===== src/rtl/spi_master_driver_if.sv =====
// Request/response and SPI pin bundle between the master driver and its counterparts.
// The master modport is the driver's view; slave is the requester plus memory side.
interface spi_master_driver_if;
    logic       start;
    logic       rw;
    logic [6:0] addr;
    logic [7:0] wdata;
    logic       busy;
    logic       done;
    logic [7:0] rdata;
    logic       sclk;
    logic       cs;
    logic       mosi;
    logic       miso;

    modport master (
        input  start, rw, addr, wdata, miso,
        output busy, done, rdata, sclk, cs, mosi
    );

    modport slave (
        output start, rw, addr, wdata, miso,
        input  busy, done, rdata, sclk, cs, mosi
    );
endinterface


===== src/rtl/spi_master_driver.sv =====
// SPI master: one parallel request becomes one 16-bit cs-framed transfer, with deliberately
// slow phases so the slave's synchronising input conditioners see every edge.
module spi_master_driver #(
    parameter int unsigned HALF_PERIOD  = 16,
    parameter int unsigned SETUP_CYCLES = 16,
    parameter int unsigned HOLD_CYCLES  = 16,
    parameter int unsigned GAP_CYCLES   = 16
) (
    input logic                 clk,
    input logic                 reset,
    spi_master_driver_if.master bus
);

    localparam int unsigned MaxSh  = (SETUP_CYCLES > HOLD_CYCLES) ? SETUP_CYCLES : HOLD_CYCLES;
    localparam int unsigned MaxHg  = (HALF_PERIOD > GAP_CYCLES) ? HALF_PERIOD : GAP_CYCLES;
    localparam int unsigned MaxPar = (MaxSh > MaxHg) ? MaxSh : MaxHg;
    localparam int unsigned PhW    = $clog2(MaxPar) + 1;

    typedef enum logic [2:0] {
        StIdle,
        StSetup,
        StLow,
        StHigh,
        StHold,
        StGap
    } state_e;

    state_e           state_q, state_d;
    logic [PhW-1:0]   phase_q, phase_d;
    logic [4:0]       bit_q, bit_d;
    logic [15:0]      frame_q, frame_d;
    logic             rw_q, rw_d;
    logic [7:0]       shadow_q, shadow_d;
    logic [7:0]       rdata_q, rdata_d;
    logic             busy_q, busy_d;
    logic             done_q, done_d;
    logic             sclk_q, sclk_d;
    logic             cs_q, cs_d;
    logic             mosi_q, mosi_d;
    logic             phase_last;

    // Every phase lasts (length - 1) down to zero, so the counter reloads with length - 1.
    function automatic logic [PhW-1:0] phase_load(input state_e st);
        logic [PhW-1:0] val;
        val = '0;
        case (st)
            StSetup:     val = PhW'(SETUP_CYCLES - 1);
            StLow:       val = PhW'(HALF_PERIOD - 1);
            StHigh:      val = PhW'(HALF_PERIOD - 1);
            StHold:      val = PhW'(HOLD_CYCLES - 1);
            StGap:       val = PhW'(GAP_CYCLES - 1);
            default:     val = '0;
        endcase
        return val;
    endfunction

    always_comb begin
        state_d    = state_q;
        frame_d    = frame_q;
        bit_d      = bit_q;
        rw_d       = rw_q;
        shadow_d   = shadow_q;
        rdata_d    = rdata_q;
        busy_d     = busy_q;
        done_d     = 1'b0;
        phase_last = (phase_q == '0);

        case (state_q)
            StIdle: begin
                // The done cycle still reads as IDLE; a start there is dropped.
                if (bus.start && !done_q) begin
                    state_d = StSetup;
                    frame_d = {bus.addr, bus.rw, (bus.rw ? 8'h00 : bus.wdata)};
                    rw_d    = bus.rw;
                    bit_d   = 5'd16;
                    busy_d  = 1'b1;
                end
            end
            StSetup: begin
                if (phase_last) state_d = StLow;
            end
            StLow: begin
                if (phase_last) state_d = StHigh;
            end
            StHigh: begin
                if (phase_last) begin
                    if (rw_q && (bit_q <= 5'd8)) shadow_d = {shadow_q[6:0], bus.miso};
                    frame_d = {frame_q[14:0], 1'b0};
                    bit_d   = bit_q - 5'd1;
                    state_d = (bit_q == 5'd1) ? StHold : StLow;
                end
            end
            StHold: begin
                if (phase_last) state_d = StGap;
            end
            StGap: begin
                if (phase_last) begin
                    state_d = StIdle;
                    done_d  = 1'b1;
                    busy_d  = 1'b0;
                    if (rw_q) rdata_d = shadow_q;
                end
            end
            default: state_d = StIdle;
        endcase

        if (state_d != state_q) begin
            phase_d = phase_load(state_d);
        end else if (!phase_last) begin
            phase_d = phase_q - PhW'(1);
        end else begin
            phase_d = phase_q;
        end

        // Pin values follow the next state so the registered pins line up with state_q.
        cs_d   = 1'b1;
        sclk_d = 1'b0;
        mosi_d = 1'b0;
        case (state_d)
            StSetup, StLow: begin
                cs_d   = 1'b0;
                mosi_d = frame_d[15];
            end
            StHigh: begin
                cs_d   = 1'b0;
                sclk_d = 1'b1;
                mosi_d = frame_d[15];
            end
            StHold:  cs_d = 1'b0;
            default: cs_d = 1'b1;
        endcase
    end

    always_ff @(posedge clk) begin
        if (reset) begin
            state_q  <= StIdle;
            phase_q  <= '0;
            bit_q    <= 5'd0;
            frame_q  <= 16'h0000;
            rw_q     <= 1'b0;
            shadow_q <= 8'h00;
            rdata_q  <= 8'h00;
            busy_q   <= 1'b0;
            done_q   <= 1'b0;
            sclk_q   <= 1'b0;
            cs_q     <= 1'b1;
            mosi_q   <= 1'b0;
        end else begin
            state_q  <= state_d;
            phase_q  <= phase_d;
            bit_q    <= bit_d;
            frame_q  <= frame_d;
            rw_q     <= rw_d;
            shadow_q <= shadow_d;
            rdata_q  <= rdata_d;
            busy_q   <= busy_d;
            done_q   <= done_d;
            sclk_q   <= sclk_d;
            cs_q     <= cs_d;
            mosi_q   <= mosi_d;
        end
    end

    assign bus.busy  = busy_q;
    assign bus.done  = done_q;
    assign bus.rdata = rdata_q;
    assign bus.sclk  = sclk_q;
    assign bus.cs    = cs_q;
    assign bus.mosi  = mosi_q;

endmodule


===== src/flat_wrapper.sv =====
// flat-port wrapper written by rule: the top's interface ports become plain ports
module spi_master_driver_flat 
#(
    parameter int unsigned HALF_PERIOD  = 16,
    parameter int unsigned SETUP_CYCLES = 16,
    parameter int unsigned HOLD_CYCLES  = 16,
    parameter int unsigned GAP_CYCLES   = 16
)
  (clk, reset, bus_start, bus_rw, bus_addr, bus_wdata, bus_miso, bus_busy, bus_done, bus_rdata, bus_sclk, bus_cs, bus_mosi);
  spi_master_driver_if bus_i ();
  input logic clk;
  input logic reset;
  input wire logic [$bits(bus_i.start)-1:0] bus_start;
  input wire logic [$bits(bus_i.rw)-1:0] bus_rw;
  input wire logic [$bits(bus_i.addr)-1:0] bus_addr;
  input wire logic [$bits(bus_i.wdata)-1:0] bus_wdata;
  input wire logic [$bits(bus_i.miso)-1:0] bus_miso;
  output wire logic [$bits(bus_i.busy)-1:0] bus_busy;
  output wire logic [$bits(bus_i.done)-1:0] bus_done;
  output wire logic [$bits(bus_i.rdata)-1:0] bus_rdata;
  output wire logic [$bits(bus_i.sclk)-1:0] bus_sclk;
  output wire logic [$bits(bus_i.cs)-1:0] bus_cs;
  output wire logic [$bits(bus_i.mosi)-1:0] bus_mosi;
  assign bus_i.start = bus_start;
  assign bus_i.rw = bus_rw;
  assign bus_i.addr = bus_addr;
  assign bus_i.wdata = bus_wdata;
  assign bus_i.miso = bus_miso;
  assign bus_busy = bus_i.busy;
  assign bus_done = bus_i.done;
  assign bus_rdata = bus_i.rdata;
  assign bus_sclk = bus_i.sclk;
  assign bus_cs = bus_i.cs;
  assign bus_mosi = bus_i.mosi;
  spi_master_driver #(.HALF_PERIOD(HALF_PERIOD), .SETUP_CYCLES(SETUP_CYCLES), .HOLD_CYCLES(HOLD_CYCLES), .GAP_CYCLES(GAP_CYCLES)) u_core (.clk(clk), .reset(reset), .bus(bus_i));
endmodule

===== config.mk =====
export PLATFORM = sky130hd
export DESIGN_NAME = spi_master_driver_flat
export DESIGN_NICKNAME = d
export VERILOG_FILES = /design/src/rtl/spi_master_driver_if.sv /design/src/rtl/spi_master_driver.sv /design/src/flat_wrapper.sv
export SDC_FILE = /design/constraint.sdc
export NUM_CORES = 1
export LEC_CHECK = 0
export ABC_AREA = 0
export CAP_MARGIN = 0
export CELL_PAD_IN_SITES_DETAIL_PLACEMENT = 2
export CELL_PAD_IN_SITES_GLOBAL_PLACEMENT = 2
export CORE_MARGIN = 4
export CORE_UTILIZATION = 34
export CTS_BUF_LIST = sky130_fd_sc_hd__clkbuf_8
export CTS_CLUSTER_SIZE = 30
export DETAILED_ROUTE_END_ITERATION = 8
export PLACE_DENSITY_LB_ADDON = 0.2
export SYNTH_ARGS = -nofsm -noshare
export SYNTH_HDL_FRONTEND = slang
export SYNTH_SLANG_ARGS = --single-unit

===== constraint.sdc =====
create_clock -name clk -period 2.65 [get_ports clk]
set_clock_uncertainty 0.1 [all_clocks]
set_input_delay 0.265 -clock clk [delete_from_list [all_inputs] [get_ports clk]]
set_output_delay 0.265 -clock clk [all_outputs]
set_load 0.02 [all_outputs]

## Yosys cells after proc, flatten, opt, wreduce, memory -nomap -nowiden

Cells that the tools add are included.

| word-level totals | value |
|---|---|
| bits of input ports | 20 |
| flip-flop bits (word level) | 51 |
| output and inout port bits | 13 |
| word-level logic and storage cells | 75 |

| cells by class | value |
|---|---|
| add/subtract/negate cells | 2 |
| reductions and logical operators | 17 |
| magnitude comparators | 1 |
| equality and inequality tests | 16 |
| bitwise logic cells | 2 |
| mux-type cells | 24 |

Operator list:

| cell | count |
|---|---|
| $mux W16 | 2 |
| $pmux W16 S2 | 1 |
| $mux W3 | 7 |
| $mux W5 | 4 |
| $pmux W3 S6 | 1 |
| $eq A3 B2 Y1 const B | 4 |
| $eq A3 B3 Y1 const B | 4 |
| $reduce_and A3 Y1 | 4 |
| $pmux W5 S2 | 1 |
| $sub A5 B1 Y5 const B | 2 |
| $mux W8 | 1 |
| $eq A3 B1 Y1 const B | 2 |
| $ne A2 B1 Y1 const B | 3 |
| $eq A5 B1 Y1 const B | 1 |
| $le A5 B4 Y1 const B | 1 |
| $logic_not A5 Y1 | 1 |
| $mux W1 | 5 |
| $reduce_or A5 Y1 | 1 |
| $mux W4 | 1 |
| $reduce_bool A2 Y1 | 2 |
| $reduce_or A2 Y1 | 2 |
| $reduce_or A4 Y1 | 1 |
| $logic_not A3 Y1 | 1 |
| $ne A3 B3 Y1 | 1 |
| other kinds (7) | 9 |

## Longest topological paths before layout

Gate-level depths: netlist (run 1).

| logic depth | value |
|---|---|
| depth after elaboration | 8 |
| gate-level depth with buffers | 8 |
| mapped depth without buffers | 6 |

## Least setup slack after synthesis (run 1)

No wires, ideal clock.

| timing | value |
|---|---|
| path type | register to register |
| start | register u_core.phase_q[0] |
| end | register u_core.shadow_q[7] |
| period minus slack after synthesis | 2.027 ns |
| required time | 2.422 ns |
| buffers on the path | 0 |
| data arrival time | 1.800 ns |
| cell stages (with the launch flop) | 7 |
| setup slack | 0.623 ns |
| library setup time | 0.128 ns |
| cells stage by stage | dfxtp_1 > inv_1 > ha_1 > or4b_4 > a2111oi_4 > mux2i_1 > nor2_1 |

| on the way | value |
|---|---|
| longest elaborated chain between the ends | 2 |

RTL lines:

| what | line | RTL |
|---|---|---|
| start, declared | spi_master_driver.sv:29 | `logic [PhW-1:0] phase_q, phase_d;` |
| start signal, assigned | spi_master_driver.sv:150 | `phase_q <= phase_d;` |
| $logic_not A5 Y1 | spi_master_driver.sv:66 | `phase_last = (phase_q == '0);` |
| $reduce_and A3 Y1 (no line) | -- |  |
| end signal, assigned | spi_master_driver.sv:154 | `shadow_q <= shadow_d;` |
| end, declared | spi_master_driver.sv:33 | `logic [7:0] shadow_q, shadow_d;` |

Every way passes these cells.
A chain may end at the register's enable or synchronous reset.

## Worst setup path in the final report (run 1)

| timing | value |
|---|---|
| start | register u_core.phase_q[0] |
| end | register u_core.rdata_q[5] (netlist: u_core.bus.rdata[5]) |

| on the way | value |
|---|---|
| longest elaborated chain between the ends | 2 |

RTL lines:

| what | line | RTL |
|---|---|---|
| $logic_not A5 Y1 | spi_master_driver.sv:66 |  |
| $reduce_and A3 Y1 (no line) | -- |  |
| end signal, assigned | spi_master_driver.sv:155 | `rdata_q <= rdata_d;` |
| end, declared | spi_master_driver.sv:34 | `logic [7:0] rdata_q, rdata_d;` |

Every way passes these cells.

==> impl_metrics.env, run 1 <==
export IMPL_netlist_area_sq_mm=0.00217
export IMPL_synth_top_area_cell="dfxtp_1"
export IMPL_core_sq_mm=0.00606
export IMPL_rsz0062_at_grt="no"
export IMPL_ys_flop_type="dfxtp_1"
export IMPL_cts_tree="yes"
export IMPL_synthArstFlopShare_pct=0
export IMPL_p_leak_nw=1.03
export IMPL_dp_hpwl_mm=4.03
export IMPL_worstSetupEndpointType="flop"
export IMPL_fin_crit_sh_pct=81.9
export IMPL_path_class="flop to flop"
export IMPL_sw_frac_of_total_pct=35.2
export IMPL_start_kind="flop"
export IMPL_min_period_ns=2.17
export IMPL_diodes=0
export IMPL_drtIter0Drc=59
export IMPL_critPathArrivalTime_ns=2.28
export IMPL_clk_insertion_delay_late_ns=0.31
export IMPL_final_hold_viol_count=0
export IMPL_p_switching_w=0.000717
export IMPL_grt_antenna_before_repair=0
export IMPL_setup_viol=0
export IMPL_cts_setup_buffers=0
export IMPL_cts_root_buf="clkbuf_8"
export IMPL_clkTransAtPathRegs_ns=0.11
export IMPL_ys_ff_latch=51
export IMPL_hp_class="flop to flop"
export IMPL_vias=1828
export IMPL_internal_power_w=0.00132
export IMPL_yosys_cell_types_count=42
export IMPL_vias_per_cell=5.35
export IMPL_status="finished, final reports clean"
export IMPL_avgSynthCellArea_sq_um=9.32
export IMPL_clk_path_buf_depth=2
export IMPL_synth_xor_area_share_pct=2.02
export IMPL_port_buffers=32
export IMPL_worst_slew_pin_slew_ns=0.570
export IMPL_muxShareOfSynthArea_pct=7.83
export IMPL_report_final_slew_viol_count=0
export IMPL_die_w_um=87.9
export IMPL_path_max_fanout=8
export IMPL_cts_htree_levels=2
export IMPL_drt_first_pass_iters=5
export IMPL_synth_compound_area_share_pct=16.2
export IMPL_synth_nets=258
export IMPL_cts_hold_buf=0
export IMPL_synth_area_leaders="dfxtp_1 47%, mux2i_1 7.8%, nor2_1 6.2%, a21oi_1 3.7%, a222oi_1 3.2%"
export IMPL_synth_adder_area_share_pct=2.88
export IMPL_yosysWarnings=0
export IMPL_clock_sinks=51
export IMPL_antenna_left=0
export IMPL_grt_overflow_total=0
export IMPL_synth_simple_area_share_pct=20.2
export IMPL_start_util_pct=35.8
export IMPL_whs_ns=0.370
export IMPL_row_count=28
export IMPL_die_area_sq_mm=0.00773
export IMPL_drc=0
export IMPL_pwr_share_seq_pct=46.3
export IMPL_worst_ir_drop_vdd_mv=0.383
export IMPL_grt_start_max_net_pins=27
export IMPL_synth_seq_area_share_pct=47.0
export IMPL_cts_resized=0
export IMPL_clkPwrFrac_pct=23.8
export IMPL_wirelength_mm=5.66
export IMPL_track_usage_pct=16.0
export IMPL_layout_drive_gt1_share_pct=8.99
export IMPL_clock_fmax_ghz=0.460
export IMPL_cap_violations=0
export IMPL_fin_setup_tns_ns=0
export IMPL_cts_made_buffers=5
export IMPL_grt_pass1_vias=1900
export IMPL_synth_edf_count=0
export IMPL_fin_nets=291
export IMPL_cellPowerDensity_mw_per_mm2=757
export IMPL_die_h_um=87.9
export IMPL_worstPathRequired_ns=2.76
export IMPL_p_comb_share_pct=29.9
export IMPL_synth_top_family_by_area="simple AND/OR/NAND/NOR gates"
export IMPL_ioPinCount=33
export IMPL_synth_cells=233
export IMPL_syn2layout_area_growth_pct=23.8
export IMPL_max_slew_margin_rel_pct=61.8
export IMPL_gp_congestion=0.719
export IMPL_routedWlPerCell_um=16.6
export IMPL_synth_top_cell_area_share_pct=47.0
export IMPL_grt_pass1_wl_mm=9.63
-- final timing paths --
| kind | start | end | slack, ns | depth (start not counted) |
|---|---|---|---|---|
| min | u_core.frame_q[14] | u_core.frame_q[14] | 0.37 | 2 |
| max reg2reg | u_core.phase_q[0] | u_core.bus.rdata[5] | 0.48 | 7 |
| max | u_core.phase_q[0] | u_core.bus.rdata[5] | 0.48 | 7 |
| min reg2reg | u_core.frame_q[14] | u_core.frame_q[14] | 0.37 | 2 |
-- state kept, by name, summed over array words and instances (netlist names) --
signal,count
u_core.phase_q,5
u_core.bus.done,1
u_core.bit_q,5
u_core.bus.cs,1
u_core.bus.rdata,8
u_core.frame_q,16
u_core.bus.mosi,1
u_core.bus.sclk,1
u_core.state_q,3
u_core.rw_q,1
u_core.shadow_q,8
u_core.bus.busy,1
-- cells in the mapped netlist (all sizes together) (3+ instances only) --
| master | instances |
|---|---|
| o21ai | 4 |
| ha | 5 |
| nand2 | 17 |
| inv | 7 |
| a222oi | 7 |
| nor2 | 36 |
| buf | 4 |
| or3 | 3 |
| xnor2 | 3 |
| nor3 | 4 |
| nand2b | 4 |
| clkbuf | 10 |
| nor4b | 4 |
| nand4 | 3 |
| and3 | 4 |
| a22oi | 9 |
| a21oi | 16 |
| dfxtp | 51 |
| mux2i | 17 |
-- metal layers --
metal / part of all wire (%) / vias up / global-route usage, %
li1: - / 901 / -
met1: 46 / 892 / 20.7
met2: 50 / 29 / 27.3
met3: 2.8 / 6 / 3.10
met4: 1.0 / 0 / 4.18
met5: 0 / - / 0
-- critical path: stages (launching register included) --
cell and delay (ns):
dfxtp_1 0.34, inv_1 0.10, ha_1 0.17, nor4b_2 0.37, buf_4 0.23, nand4_2 0.37, mux2i_1 0.33, nor2_1 0.06
-- cell usage in the layout, fill, tap and decap left out, drive strengths merged, types with 5 or more instances in the layout --
| master | count |
|---|---|
| inv | 9 |
| nand2 | 17 |
| ha | 5 |
| clkdlybuf4s50 | 32 |
| a22oi | 9 |
| mux2i | 17 |
| a222oi | 7 |
| clkbuf | 5 |
| dfxtp | 51 |
| buf | 8 |
| a21oi | 16 |
| nor2 | 36 |
-- cells by family after synthesis --
kind of cell / Yosys count
simple gates: 86
flops: 51
compound gates: 48
buf+inv: 21
mux: 17
xor+xnor: 5
fa+ha+maj: 5
-- final cells by class --
class	instances	area [sq um]
Multi-Input combinational cell	161	1070
Clock inverter	3	26.3
Fill cell	687	3370
Timing Repair Buffer	40	380
Clock buffer	5	68.8
Sequential cell	51	1020
Tap cell	75	93.8
Inverter	7	26.3
-- power by group through the flow --
| stage | registers (W) | clock network, W | logic (W) |
|---|---|---|---|
| after CTS | 0.000944 | 0.000506 | 0.000622 |
| after global placement | 0.000958 | 0 | 0.000600 |
| final | 0.000942 | 0.000484 | 0.000610 |
| after floorplan | 0.000929 | 0 | 0.000436 |
| after detailed placement | 0.000962 | 0 | 0.000614 |
| after global routing | 0.000958 | 0.000537 | 0.000690 |
-- stage by stage --
stage	total power (W)	instances	util, %	setup slack, ns	area, sq um
after global routing	0.00218	342	44.4	0.302	2690
after detailed placement	0.00158	334	42.8	0.374	2590
final	0.00204	342	44.4	0.478	2690
after CTS	0.00207	342	44.4	0.408	2690
after global placement	0.00156	334	42.8	0.450	2590
after floorplan	0.00136	233	-	0.623	2170
No activity file was read; power rests on OpenSTA's default activity.
==> run 2: changes to the inputs <==
clock period = 2.05 ns   (was 2.65 ns; I/O delays follow)
==> run 2 against run 1 <==
Net effect: combinational power increased by 67%; routed wire length increased by 5.7%; sequential share of layout area decreased by 3.2 points; non-clock buffer count increased by 15; fmax increased by 8.6%; cell count increased by 4.4%; critical path type unchanged; largest power group unchanged; critical path depth decreased by 1; critical endpoint is now u_core.phase_q[0]; core utilization increased by 4.3 points.
==> impl_metrics.env, run 2 (synthesis gave the netlist of run 1 again) <==
export IMPL_clock_sinks=51
export IMPL_cts_made_buffers=5
export IMPL_antenna_left=0
export IMPL_grt_overflow_total=0
export IMPL_worstSetupEndpointType="flop"
export IMPL_slowest_stage="or4b_4"
export IMPL_drt_first_pass_iters=6
export IMPL_hp_start="u_core.frame_q[14]"
export IMPL_largest_register="u_core.frame_q"
export IMPL_grt_antenna_before_repair=0
export IMPL_drtIter0Drc=54
export IMPL_rsz0062_at_grt="yes"
export IMPL_gp_congestion=0.737
export IMPL_fin_nets=306
export IMPL_track_usage_pct=16.7
export IMPL_drc=0
export IMPL_wirelength_mm=5.98
export IMPL_worst_slew_pin_slew_ns=0.604
export IMPL_reg2reg_slack_ns=0.05
export IMPL_vias=1895
export IMPL_hp_class="flop to flop"
export IMPL_row_count=28
export IMPL_diodes=0
export IMPL_core_sq_mm=0.00606
export IMPL_final_cell_mix="49 x dfxtp_1, 35 x nor2_1, 32 x clkdlybuf4s50_1"
export IMPL_status="finished, final reports clean"
export IMPL_worstPathRequired_ns=2.15
export IMPL_grt_pass1_wl_mm=9.95
export IMPL_layout_drive_gt1_share_pct=18.4
export IMPL_port_buffers=32
export IMPL_hold_path_end="u_core.frame_q[14]"
export IMPL_report_final_slew_viol_count=0
export IMPL_worst_ir_drop_vdd_mv=0.470
export IMPL_clk_insertion_delay_late_ns=0.31
export IMPL_fin_setup_tns_ns=0
export IMPL_syn2layout_area_growth_pct=35.8
export IMPL_die_w_um=87.9
export IMPL_die_h_um=87.9
export IMPL_power_w=0.00310
export IMPL_min_period_ns=2.00
export IMPL_final_common_cell="dfxtp_1"
export IMPL_clkTransAtPathRegs_ns=0.10
export IMPL_dp_hpwl_mm=4.25
export IMPL_cts_htree_levels=2
export IMPL_ioPinCount=33
export IMPL_setup_viol=0
export IMPL_place_area_sq_mm=0.00272
export IMPL_routedWlPerCell_um=16.8
export IMPL_final_hold_viol_count=0
export IMPL_clk_path_buf_depth=2
export IMPL_critPathArrivalTime_ns=2.10
export IMPL_largest_reg_flops=16
export IMPL_start_util_pct=35.8
export IMPL_crit_chain="inv_2, ha_4, or4b_4, or3_4, a31o_4, o41ai_1"
export IMPL_path_max_fanout=7
export IMPL_cts_hold_buf=0
export IMPL_max_slew_margin_rel_pct=59.1
export IMPL_cts_root_buf="clkbuf_8"
export IMPL_holdPathStages=2
export IMPL_grt_start_max_net_pins=22
export IMPL_path_class="flop to flop"
export IMPL_timing_rr_start="u_core.phase_q[0]"
export IMPL_fin_crit_sh_pct=97.6
export IMPL_cap_violations=0
export IMPL_whs_ns=0.364
export IMPL_die_area_sq_mm=0.00773
export IMPL_r2r_cells=6
export IMPL_grt_pass1_vias=2061
export IMPL_p_leak_nw=1.15
export IMPL_final_core_util_pct=48.7
export IMPL_stdcell_area_sq_mm=0.00295
export IMPL_vias_per_cell=5.31
export IMPL_r2r_end="u_core.phase_q[0]"
export IMPL_start_kind="flop"
export IMPL_cellPowerDensity_mw_per_mm2=1050
export IMPL_clock_fmax_ghz=0.500
export IMPL_slowest_delay_ns=0.52
export IMPL_cts_tree="yes"
run 2: cell count changes in the layout (fill, tap and decap cells not counted), moves of 2 or more:
| cell | change |
|---|---|
| dfxtp_1 | -2 |
| inv_2 | +2 |
| buf_4 | +13 |
| buf_12 | +2 |
| inv_1 | -2 |
| dfxtp_2 | +2 |
| bufinv_16 | +2 |
| inv_6 | -2 |
run 2: layout make-up:
cell class                      count  area, sq um
Tap cell                           75         93.8
Clock buffer                        5         68.8
Timing Repair Buffer               55          518
Inverter                            7         26.3
Multi-Input combinational cell    161         1150
Fill cell                         665         3110
Clock inverter                      3         71.3
Sequential cell                    51         1020
run 2: how the worst max path moves through the flow:
stage,cells past startpoint,endpoint,from
3_3_place_gp,6,u_core.bit_q[2],bus_start
3_5_place_dp,6,u_core.bit_q[3],bus_start
4_1_cts,7,u_core.shadow_q[5],u_core.phase_q[1]
2_1_floorplan,6,u_core.shadow_q[7],u_core.phase_q[0]
5_1_grt,6,u_core.phase_q[0],u_core.phase_q[0]
6_report,6,u_core.phase_q[0],u_core.phase_q[0]
run 2: critical path, delay by kind of cell (launching register included):
kind	cells	cell delay, ns
buf+inv	1	0.08
compound gates	2	0.31
simple gates	2	0.93
flops	1	0.34
fa+ha+maj	1	0.13
run 2: power by group:
part	internal [W]	switching (W)
Clock	0.000495	0.000361
Combinational	0.000491	0.000528
Sequential	0.00110	0.000124
Total	0.00209	0.00101
run 2: layer usage:
layer	vias to the layer above	GRT usage (%)	share of wire (%)
li1	926	-	-
met3	7	2.54	3.0
met2	33	30.1	51
met1	929	20.2	45
met4	0	5.44	1.3
met5	-	0	0
run 2: what timing repair did:
item | in CTS | in global routing
cloned | 0 | 0
setup endpoints to repair | 1 | 18
gates resized for setup | 1 | 17
buffers inserted | 0 | 2
pin swaps | 0 | 2
run 2: through the flow:
step	setup WS [ns]	instances
after floorplan	0.0226	233
after global placement	0.0771	347
after detailed placement	-0.0233	347
after CTS	-0.00487	355
after global routing	-0.0535	357
final	0.0500	357
==> run 3: changes to the inputs <==
CORE_UTILIZATION = 37   (was 34)
SLEW_MARGIN = 20   (was default)
clock period = 2.4 ns   (was 2.05 ns; I/O delays follow)
==> run 3 against run 2 <==
Net effect: critical path depth increased by 1; core utilization decreased by 0.49 points; global-route usage increased by 1.7 points; worst setup slack improved by 0.21 ns; combinational power decreased by 33%; total power decreased by 28%; largest cell class unchanged; clock-buffer cell count unchanged; worst hold slack improved by 0.0049 ns; non-clock buffer count decreased by 12; register-to-register slack improved by 0.21 ns; via count decreased by 1.5%; clock power decreased by 42%.
==> impl_metrics.env, run 3 (synthesis gave the netlist of run 1 again) <==
export IMPL_status="finished, final reports clean"
export IMPL_drt_first_pass_iters=5
export IMPL_report_final_slew_viol_count=0
export IMPL_hp_class="flop to flop"
export IMPL_critPathArrivalTime_ns=2.25
export IMPL_die_area_sq_mm=0.00716
export IMPL_fin_crit_sh_pct=89.1
export IMPL_route_met2_wl_mm=3.20
export IMPL_highest_layer="met4"
export IMPL_cts_resized=0
export IMPL_largest_register="u_core.frame_q"
export IMPL_largest_reg_flops=16
export IMPL_cts_root_buf="clkbuf_8"
export IMPL_reg2reg_slack_ns=0.26
export IMPL_clkPwrFrac_pct=22.5
export IMPL_setup_slack_ns=0.261
export IMPL_holdPathStages=2
export IMPL_cap_violations=0
export IMPL_clock_sinks=51
export IMPL_cts_made_buffers=5
export IMPL_cts_setup_buffers=0
export IMPL_worstPathRequired_ns=2.51
export IMPL_track_usage_pct=18.5
export IMPL_grt_pass1_vias=2075
export IMPL_path_class="flop to flop"
export IMPL_core_sq_mm=0.00561
export IMPL_dp_slack_ns=0.237
export IMPL_drc=0
export IMPL_final_hold_viol_count=0
export IMPL_worst_slew_pin_slew_ns=0.460
export IMPL_drtIter0Drc=94
export IMPL_die_h_um=84.6
export IMPL_cellPowerDensity_mw_per_mm2=826
export IMPL_antenna_left=0
export IMPL_rsz0062_at_grt="no"
export IMPL_internal_power_w=0.00144
export IMPL_cts_tree="yes"
export IMPL_slowest_stage="or4b_4"
export IMPL_clkTransAtPathRegs_ns=0.09
export IMPL_start_kind="flop"
export IMPL_cts_htree_levels=2
export IMPL_dp_hpwl_mm=4.39
export IMPL_hold_path_end="u_core.frame_q[12]"
export IMPL_crit_chain="inv_1, ha_1, or4b_4, a2111oi_4, buf_4, mux2i_1, nor2_1"
export IMPL_cts_hold_buf=0
export IMPL_grt_pass1_wl_mm=10.5
export IMPL_hp_start="u_core.frame_q[12]"
export IMPL_layout_drive_gt1_share_pct=10.0
export IMPL_p_leak_nw=1.05
export IMPL_slowest_delay_ns=0.56
export IMPL_routedWlPerCell_um=18.0
export IMPL_r2r_cells=7
export IMPL_vias_per_cell=5.46
export IMPL_worst_ir_drop_vdd_mv=0.476
export IMPL_diodes=0
export IMPL_vias=1866
export IMPL_p_comb_share_pct=30.6
export IMPL_fin_setup_tns_ns=0
export IMPL_port_buffers=32
export IMPL_syn2layout_area_growth_pct=24.4
export IMPL_clk_path_buf_depth=2
export IMPL_die_w_um=84.6
export IMPL_gp_congestion=0.728
export IMPL_final_common_cell="dfxtp_1"
export IMPL_wl_met1_mm=2.57
export IMPL_grt_overflow_total=0
export IMPL_start_util_pct=38.7
export IMPL_setup_viol=0
export IMPL_r2r_end="u_core.shadow_q[4]"
export IMPL_grt_start_max_net_pins=23
export IMPL_min_period_ns=2.14
export IMPL_final_cell_mix="51 x dfxtp_1, 36 x nor2_1, 32 x clkdlybuf4s50_1"
export IMPL_pwr_share_seq_pct=46.9
export IMPL_p_switching_w=0.000786
export IMPL_fin_nets=294
export IMPL_met3_length_um=247
export IMPL_timing_rr_start="u_core.phase_q[0]"
export IMPL_max_slew_margin_rel_pct=68.9
export IMPL_clk_insertion_delay_late_ns=0.31
export IMPL_worstSetupEndpointType="flop"
export IMPL_path_max_fanout=11
export IMPL_clock_fmax_ghz=0.468
export IMPL_sw_frac_of_total_pct=35.2
export IMPL_wirelength_mm=6.15
export IMPL_grt_antenna_before_repair=0
export IMPL_ioPinCount=33
export IMPL_row_count=27
-- run 3: cell count changes in the layout (fill, tap and decap cells not counted), sizes merged --
| cell | previous run | this run |
|---|---|---|
| buf | 23 | 11 |
| bufinv | 2 | 0 |
| clkinv | 0 | 2 |
-- run 3: layout make-up --
cell class,instances,area (sq um)
clock buffer,5,68.8
inverter,7,26.3
sequential,51,1020
timing repair buffer,43,403
fill,623,2910
multi-input combinational,161,1070
tap,72,90.1
clock inverter,3,18.8
-- run 3: power groups by stage --
| stage | combinational (W) | clock, W | sequential [W] |
|---|---|---|---|
| finish | 0.000683 | 0.000501 | 0.00105 |
| CTS | 0.000700 | 0.000529 | 0.00105 |
| floorplan | 0.000481 | 0 | 0.00103 |
| global route | 0.000772 | 0.000573 | 0.00106 |
| global placement | 0.000659 | 0 | 0.00106 |
| detailed placement | 0.000688 | 0 | 0.00106 |
-- run 3: critical path, delay by kind of cell (launching register included) --
| family | cells | cell delay [ns] |
|---|---|---|
| adders and majority gates | 1 | 0.18 |
| buffers and inverters | 2 | 0.34 |
| DFF | 1 | 0.33 |
| muxes | 1 | 0.23 |
| AOI/OAI and AO/OA | 1 | 0.23 |
| and+or+nand+nor | 2 | 0.62 |
-- run 3: how the worst max path moves through the flow --
stage,startpoint,endpoint,slack (ns),depth (start not counted)
detailed placement,u_core.phase_q[0],u_core.shadow_q[4],0.24,7
floorplan,u_core.phase_q[0],u_core.shadow_q[7],0.37,6
finish,u_core.phase_q[0],u_core.shadow_q[4],0.26,7
global route,u_core.phase_q[0],u_core.bus.rdata[5],0.07,7
global placement,u_core.phase_q[0],u_core.bus.rdata[6],0.34,7
CTS,u_core.phase_q[0],u_core.shadow_q[4],0.22,7
-- run 3: stage by stage --
step	instances	hold slack, ns	power [W]	cell area (sq um)	utilization, %
global route	342	0.395	0.00241	2700	48.2
finish	342	0.369	0.00223	2700	48.2
CTS	342	0.371	0.00228	2700	48.2
global placement	334	0.347	0.00172	2610	46.6
detailed placement	334	0.357	0.00175	2610	46.6
floorplan	233	0.287	0.00151	2170	-
-- run 3: layer usage --
metal	vias up	GRT usage, %
met5	-	0
met4	0	6.19
met3	10	5.20
met2	27	33.7
met1	922	20.4
li1	907	-
